$ cat src/rtl/muldiv_pkg.sv
// Shared operation codes and FSM encoding for the multiply/divide unit.
// The ALU codes match what the decoder drives on ALUControl.
package muldiv_pkg;

    localparam logic [3:0] ALU_MUL   = 4'b0100;
    localparam logic [3:0] ALU_UMULL = 4'b0110;
    localparam logic [3:0] ALU_DIV   = 4'b0111;
    localparam logic [3:0] ALU_SMULL = 4'b1000;

    typedef enum logic [1:0] {
        S_IDLE = 2'd0,
        S_CALC = 2'd1,
        S_FIX  = 2'd2,
        S_DONE = 2'd3
    } state_t;

    function automatic logic op_supported(input logic [3:0] op);
        return (op == ALU_MUL) || (op == ALU_UMULL) ||
               (op == ALU_DIV) || (op == ALU_SMULL);
    endfunction

endpackage

$ cat src/rtl/muldiv_unit.sv
// Iterative shift-add multiplier / restoring divider.
// One bit per cycle; fixed WIDTH+2 cycle latency from start to done.
module muldiv_unit
    import muldiv_pkg::*;
#(
    parameter int WIDTH = 32
) (
    input  logic             clk,
    input  logic             reset,
    input  logic             start,
    input  logic             flush,
    input  logic [3:0]       ALUControl,
    input  logic [WIDTH-1:0] SrcA,
    input  logic [WIDTH-1:0] SrcB,
    output logic             busy,
    output logic             done,
    output logic [WIDTH-1:0] ResultLo,
    output logic [WIDTH-1:0] ResultHi,
    output logic [1:0]       Flags,
    output logic             DivZero
);

    localparam int CW = $clog2(WIDTH) + 1;

    state_t             state;
    state_t             state_nxt;
    logic [3:0]         op;
    logic [CW-1:0]      count;
    logic [2*WIDTH-1:0] acc;
    logic [WIDTH-1:0]   opnd;
    logic               neg;

    logic               accept;
    logic               last;
    logic [WIDTH-1:0]   a_abs;
    logic [WIDTH-1:0]   b_abs;
    logic [WIDTH-1:0]   mul_add;
    logic [WIDTH:0]     msum;
    logic [WIDTH:0]     drem;
    logic [WIDTH:0]     ddiff;
    logic [2*WIDTH-1:0] acc_step;
    logic [2*WIDTH-1:0] prod;
    logic [WIDTH-1:0]   fix_hi;
    logic [WIDTH-1:0]   fix_lo;
    logic [1:0]         fix_flags;
    logic               is_div;
    logic               is_long;

    assign accept = (state == S_IDLE) && start && !flush &&
                    op_supported(ALUControl);
    assign last   = (count == CW'(WIDTH - 1));

    // State register
    always_ff @(posedge clk or negedge reset) begin
        if (!reset) state <= S_IDLE;
        else        state <= state_nxt;
    end

    // Next-state logic; flush aborts any active state
    always_comb begin
        state_nxt = state;
        unique case (state)
            S_IDLE: if (accept) state_nxt = S_CALC;
            S_CALC: begin
                if (flush)     state_nxt = S_IDLE;
                else if (last) state_nxt = S_FIX;
            end
            S_FIX:  state_nxt = flush ? S_IDLE : S_DONE;
            S_DONE: state_nxt = S_IDLE;
            default: state_nxt = S_IDLE;
        endcase
    end

    // FSM outputs; a flush in DONE swallows the pulse
    always_comb begin
        busy = (state == S_CALC) || (state == S_FIX);
        done = (state == S_DONE) && !flush;
    end

    // Operand magnitudes at launch; -MIN stays exact as unsigned
    always_comb begin
        a_abs = SrcA;
        b_abs = SrcB;
        if (ALUControl == ALU_SMULL && SrcA[WIDTH-1]) a_abs = -SrcA;
        if (ALUControl == ALU_SMULL && SrcB[WIDTH-1]) b_abs = -SrcB;
    end

    // One iteration: acc holds {partial, multiplier} or {rem, quotient}
    always_comb begin
        mul_add = acc[0] ? opnd : {WIDTH{1'b0}};
        msum    = {1'b0, acc[2*WIDTH-1:WIDTH]} + {1'b0, mul_add};
        drem    = {acc[2*WIDTH-1:WIDTH], acc[WIDTH-1]};
        ddiff   = drem - {1'b0, opnd};
        if (op == ALU_DIV) begin
            if (ddiff[WIDTH])
                acc_step = {drem[WIDTH-1:0], acc[WIDTH-2:0], 1'b0};
            else
                acc_step = {ddiff[WIDTH-1:0], acc[WIDTH-2:0], 1'b1};
        end else begin
            acc_step = {msum, acc[WIDTH-1:1]};
        end
    end

    // Sign correction, result select and flags for the FIX cycle
    always_comb begin
        is_div    = (op == ALU_DIV);
        is_long   = (op == ALU_UMULL) || (op == ALU_SMULL);
        prod      = neg ? -acc : acc;
        fix_hi    = '0;
        fix_lo    = prod[WIDTH-1:0];
        fix_flags = {fix_lo[WIDTH-1], fix_lo == '0};
        unique case (1'b1)
            is_div: begin
                fix_hi    = acc[2*WIDTH-1:WIDTH];
                fix_lo    = acc[WIDTH-1:0];
                fix_flags = {fix_lo[WIDTH-1], fix_lo == '0};
            end
            is_long: begin
                fix_hi    = prod[2*WIDTH-1:WIDTH];
                fix_lo    = prod[WIDTH-1:0];
                fix_flags = {fix_hi[WIDTH-1], prod == '0};
            end
            default: begin
                fix_hi    = '0;
                fix_lo    = prod[WIDTH-1:0];
                fix_flags = {fix_lo[WIDTH-1], fix_lo == '0};
            end
        endcase
    end

    // Datapath registers; results only change on a completed FIX
    always_ff @(posedge clk or negedge reset) begin
        if (!reset) begin
            op       <= '0;
            count    <= '0;
            acc      <= '0;
            opnd     <= '0;
            neg      <= 1'b0;
            ResultHi <= '0;
            ResultLo <= '0;
            Flags    <= '0;
            DivZero  <= 1'b0;
        end else if (accept) begin
            op    <= ALUControl;
            count <= '0;
            neg   <= (ALUControl == ALU_SMULL) &&
                     (SrcA[WIDTH-1] ^ SrcB[WIDTH-1]);
            if (ALUControl == ALU_DIV) begin
                opnd <= SrcB;
                acc  <= {{WIDTH{1'b0}}, SrcA};
            end else begin
                opnd <= a_abs;
                acc  <= {{WIDTH{1'b0}}, b_abs};
            end
        end else if (state == S_CALC && !flush) begin
            acc   <= acc_step;
            count <= count + CW'(1);
        end else if (state == S_FIX && !flush) begin
            ResultHi <= fix_hi;
            ResultLo <= fix_lo;
            Flags    <= fix_flags;
            DivZero  <= is_div && (opnd == '0);
        end
    end

endmodule

$ cat config.mk
export PLATFORM = sky130hd
export DESIGN_NAME = muldiv_unit
export DESIGN_NICKNAME = d
export VERILOG_FILES = /design/src/rtl/muldiv_pkg.sv /design/src/rtl/muldiv_unit.sv
export SDC_FILE = /design/constraint.sdc
export NUM_CORES = 1
export LEC_CHECK = 0
export BUFFER_PORTS_ARGS = -buffer_cell sky130_fd_sc_hd__buf_4
export CAP_MARGIN = 20
export CORE_MARGIN = 2
export CORE_UTILIZATION = 40
export CTS_CLUSTER_SIZE = 14
export DETAILED_ROUTE_END_ITERATION = 8
export PLACE_DENSITY_LB_ADDON = 0.12
export REMOVE_ABC_BUFFERS = 1
export SKIP_LAST_GASP = 1
export SLEW_MARGIN = 20
export SYNTH_ARGS = -nofsm -noshare
export SYNTH_HDL_FRONTEND = slang
export SYNTH_SLANG_ARGS = --single-unit
export TNS_END_PERCENT = 20
$ cat constraint.sdc
create_clock -name clk -period 3.3 [get_ports clk]
set_input_delay 0.33 -clock clk [delete_from_list [all_inputs] [get_ports clk]]
set_output_delay 0.33 -clock clk [all_outputs]
set_load 0.02 [all_outputs]
==> metrics.md <==
| Metric | Value |
|---|---|
| CTS tree | `built` |
| Pre-antenna DRT Iters | `5` |
| Final instance area | `21100 sq um` |
| Die height | `205 microns` |
| First-pass GRT wire length | `99300 microns` |
| Root Driver | `clkbuf_16` |
| Outcome | `finished with violations` |
| Pre-CTS setup slack | `-0.281 ns` |
| Placed inst area | `19800 sq um` |
| CP startpoint kind | `flip-flop` |
| DR vias/cell | `5.89` |
| Clock Latency Late Sink | `around 0.47 ns` |
| Async set-reset flop share out of synthesis | `100%` |
| CTS Buf Count | `17` |
| Worst clock skew | `0.0144 ns` |
| Cell taking the most area after synthesis | `dfrtp_1` |
| Setup-failing EPs final | `1` |
| Cell Rows | `73` |
| Largest family of logic cells by synthesized area | `compound AO/OA/AOI/OAI gates` |
| Final wirelength | `about 66000 microns` |
| Grt ovf | `0` |
| Mux cell area share after synthesis | `less than 1%` |
| Critical path class | `flip-flop to flip-flop` |
| Maximum Capacitance Violations | `0` |
| Antenna cells | `0` |
| RSZ-0062 raised after global routing | `yes` |
| Clock Tree Buf Depth | `2` |
| Synth warn | `0` |
| Synth Area in Compound Gates | `28.0%` |
| Max-slew headroom | `23.6%` |
| Type of element capturing the critical path | `flip-flop` |
| Final period util | `102%` |
| Static leakage | `9.10 nW` |
| DIE AREA | `42000 sq um` |
| Core area | `39700 sq um` |
| Worst Path Max Fanout | `4` |
| Top cells by area, synth | `dfrtp_1, a21oi_1, ha_1` |
| EDFF count, synth | `0` |
| Clk sink count | `176` |
| Syn Std Cell Area | `around 16000 sq um` |
| CP startpoint | `acc[0]$_DFFE_PN0P_` |
| Fmax | `between 200 and 300 MHz` |
| Main flop type after synthesis | `dfrtp_1` |
| Vias | `between 15000 and 20000` |
| Share of post-route cells with drive strength above 1 | `25.5%` |
| Mapped Cells | `2173` |
| CP required | `3.70 ns` |
| Xor/xnor share of the synthesized area | `8.96%` |
| IO Pins | `141` |
| Final #Nets | `2665` |
| Post-synthesis simple-gate area fraction | `22.8%` |
| Yosys reg bits | `176` |
| Initial antenna violation count | `1` |
| Critical Path AT | `approximately 3.8 ns` |
| Tot GR Track Use | `a little under a third` |
| Adder-cell share of the synthesized area | `approximately 6.0%` |
| Placer Congestion | `0.962` |
| Share of the synthesized area in the top cell type | `a little over a quarter` |
| Routed len/inst | `~22 microns` |
| Largest net degree at the start of global routing | `about 80` |
| I/O Buffers | `140` |
| Synthesis-to-layout area growth | `30.7%` |
| FF-to-FF Start | `acc[0]$_DFFE_PN0P_` |
| Max VDD drop | `approximately 0.0006 V` |
| Hpwl dp | `51000 microns` |
| Vias in the first global route | `16948` |
| Crit path time final | `approximately 3.4 ns` |
| Final worst setup slack | `-0.0544 ns` |
| Hold_sp | `ALUControl[2]` |
| Initial core utilization | `40.6%` |
| Failing checks | `setup timing` |
| CTS HTree Levels | `4` |
| Slew @ Worst Pin | `1.14 ns` |
| Fin. max-slew vios | `0` |
| Register area share after synthesis | `27.3%` |
| Final hold vios | `0` |
| Pwr/cell area | `1230 nW/um^2` |
| Chip width | `205 microns` |
| Starting DRT DRC Count | `1493` |
| R2r setup slk | `-0.05 ns` |
| Mean Syn Cell Area | `roughly 7.4 sq um` |
| Hold crit path type | `input pin to flip-flop` |
| DRC errors left | `0` |
| Reg clk slew, reported paths | `0.08 ns` |
| Yosys cell types | `78` |
| Antenna violation net count after detailed routing | `0` |
==> metal layers <==
layer  vias to the layer above  global-route usage, %  wire (microns)
met2                       672                   48.1           29600
met3                       119                   3.85            4190
li1                       8546                      -               -
met4                         0                   12.6            2530
met1                      8645                   43.4           29500
met5                         -                      0               0
==> path summary, 6_finish.rpt <==
path                                            end  cells past startpoint
min in group asynchronous  ResultHi[15]$_DFFE_PN0P_                      2
hold / removal                    op[3]$_DFFE_PN0P_                      2
setup reg to reg               Flags[0]$_DFFE_PN0P_                     14
hold reg to reg             ResultHi[3]$_DFFE_PN0P_                      1
max in group asynchronous      state[1]$_DFFE_PN0P_                      3
setup / recovery               Flags[0]$_DFFE_PN0P_                     14
==> Yosys cell counts, drive strengths merged (9+ instances only) <==
library cell	instances
nor3	46
xnor2	79
buf	34
o21bai	9
inv	63
ha	74
o21a	13
dfrtp	176
or2	9
and3	10
nor2	230
nand4	30
nor2b	13
clkbuf	139
and2	12
nand3	50
a31oi	21
xor2	86
o211ai	70
o21ai	179
nand2b	18
a21o	32
a21oi	270
or3	33
a211oi	14
o41ai	20
o31ai	26
o22ai	12
mux2i	9
a22oi	22
or4	16
nand2	237
nor4	32
==> worst max-delay path: stages (launching register included) <==
cell and delay [ns]:
dfrtp_1 0.43, inv_4 0.12, buf_4 0.12, ha_2 0.18
nor4b_4 0.26, buf_4 0.19, and2_1 0.12, nand4_1 0.24
o41ai_2 0.34, xor2_1 0.24, nand4_1 0.16, nor4_2 0.19
nand4_1 0.12, o41a_1 0.43, o21ai_1 0.13
==> cells in the final DEF (no fill, tap or decap), types with 12 or more instances in the layout <==
| cell type | count |
|---|---|
| a21oi_1 | 257 |
| a22oi_1 | 21 |
| or3_1 | 29 |
| clkbuf_16 | 18 |
| or4_1 | 14 |
| o21a_1 | 12 |
| nand2_1 | 236 |
| nor2_1 | 223 |
| a21oi_2 | 12 |
| xnor2_1 | 79 |
| ha_1 | 69 |
| o31ai_1 | 23 |
| buf_4 | 474 |
| nand2b_1 | 16 |
| o211ai_1 | 70 |
| nor3_1 | 42 |
| o21ai_0 | 162 |
| nand3_1 | 46 |
| a31oi_1 | 18 |
| buf_12 | 13 |
| a21o_1 | 32 |
| nand4_1 | 30 |
| o22ai_1 | 12 |
| inv_1 | 60 |
| nor4_1 | 26 |
| dfrtp_1 | 173 |
| xor2_1 | 85 |
==> state kept, by name, indices dropped and copies added, names as in the netlist <==
register  flops
ResultLo     32
Flags         2
ResultHi     32
acc          64
state         2
count         6
DivZero       1
op            4
opnd         32
neg           1
==> final cells by class <==
type                       count  area (sq um)
inverter                      63           239
fill                        3893         18600
sequential                   176          4410
timing repair buffer         498          3950
clock buffer                  17           425
clock inverter                15           171
multi-input combinational   1761         11200
tap                          525           657
==> where the power goes <==
part / switching, W / leakage, nW / internal, W
clock network: 0.00106 / 0.294 / 0.00108
registers: 0.000871 / 2.13 / 0.00321
logic: 0.0109 / 6.67 / 0.00885
==> through the flow <==
| stage | total power [W] | hold WS (ns) | std cells | TNS, ns | utilization [%] |
|---|---|---|---|---|---|
| 2_1_floorplan | 0.0144 | 0.0344 | 2000 | -435.80 | - |
| 3_3_place_gp | 0.0222 | 0.437 | 2996 | -1.51 | 49.7 |
| 3_5_place_dp | 0.0223 | 0.438 | 2996 | -2.57 | 49.7 |
| 4_1_cts | 0.0250 | 0.0377 | 3043 | -0.182 | 51.9 |
| 5_1_grt | 0.0279 | 0.0611 | 3055 | -1.42 | 53.1 |
| 6_report | 0.0260 | 0.0500 | 3055 | -0.0544 | 53.1 |
==> cell families (layout without fill, tap and decap cells) <==
| logic type | count (synthesis) | after routing |
|---|---|---|
| compound gates | 741 | 741 |
| xor+xnor | 165 | 165 |
| fa+ha+maj | 76 | 76 |
| buf+inv | 236 | 593 |
| flops | 176 | 176 |
| mux | 11 | 11 |
| simple gates | 768 | 768 |
==> repair_timing <==
item	4_1_cts	5_1_grt
buffers inserted	14	11
gates resized for setup	37	80
gates cloned	0	2
hold endpoints to repair	75	0
endpoints found under the setup margin	31	35
hold buffers	1	0
pin swaps	15	49
No activity file was read; power rests on OpenSTA's default activity.
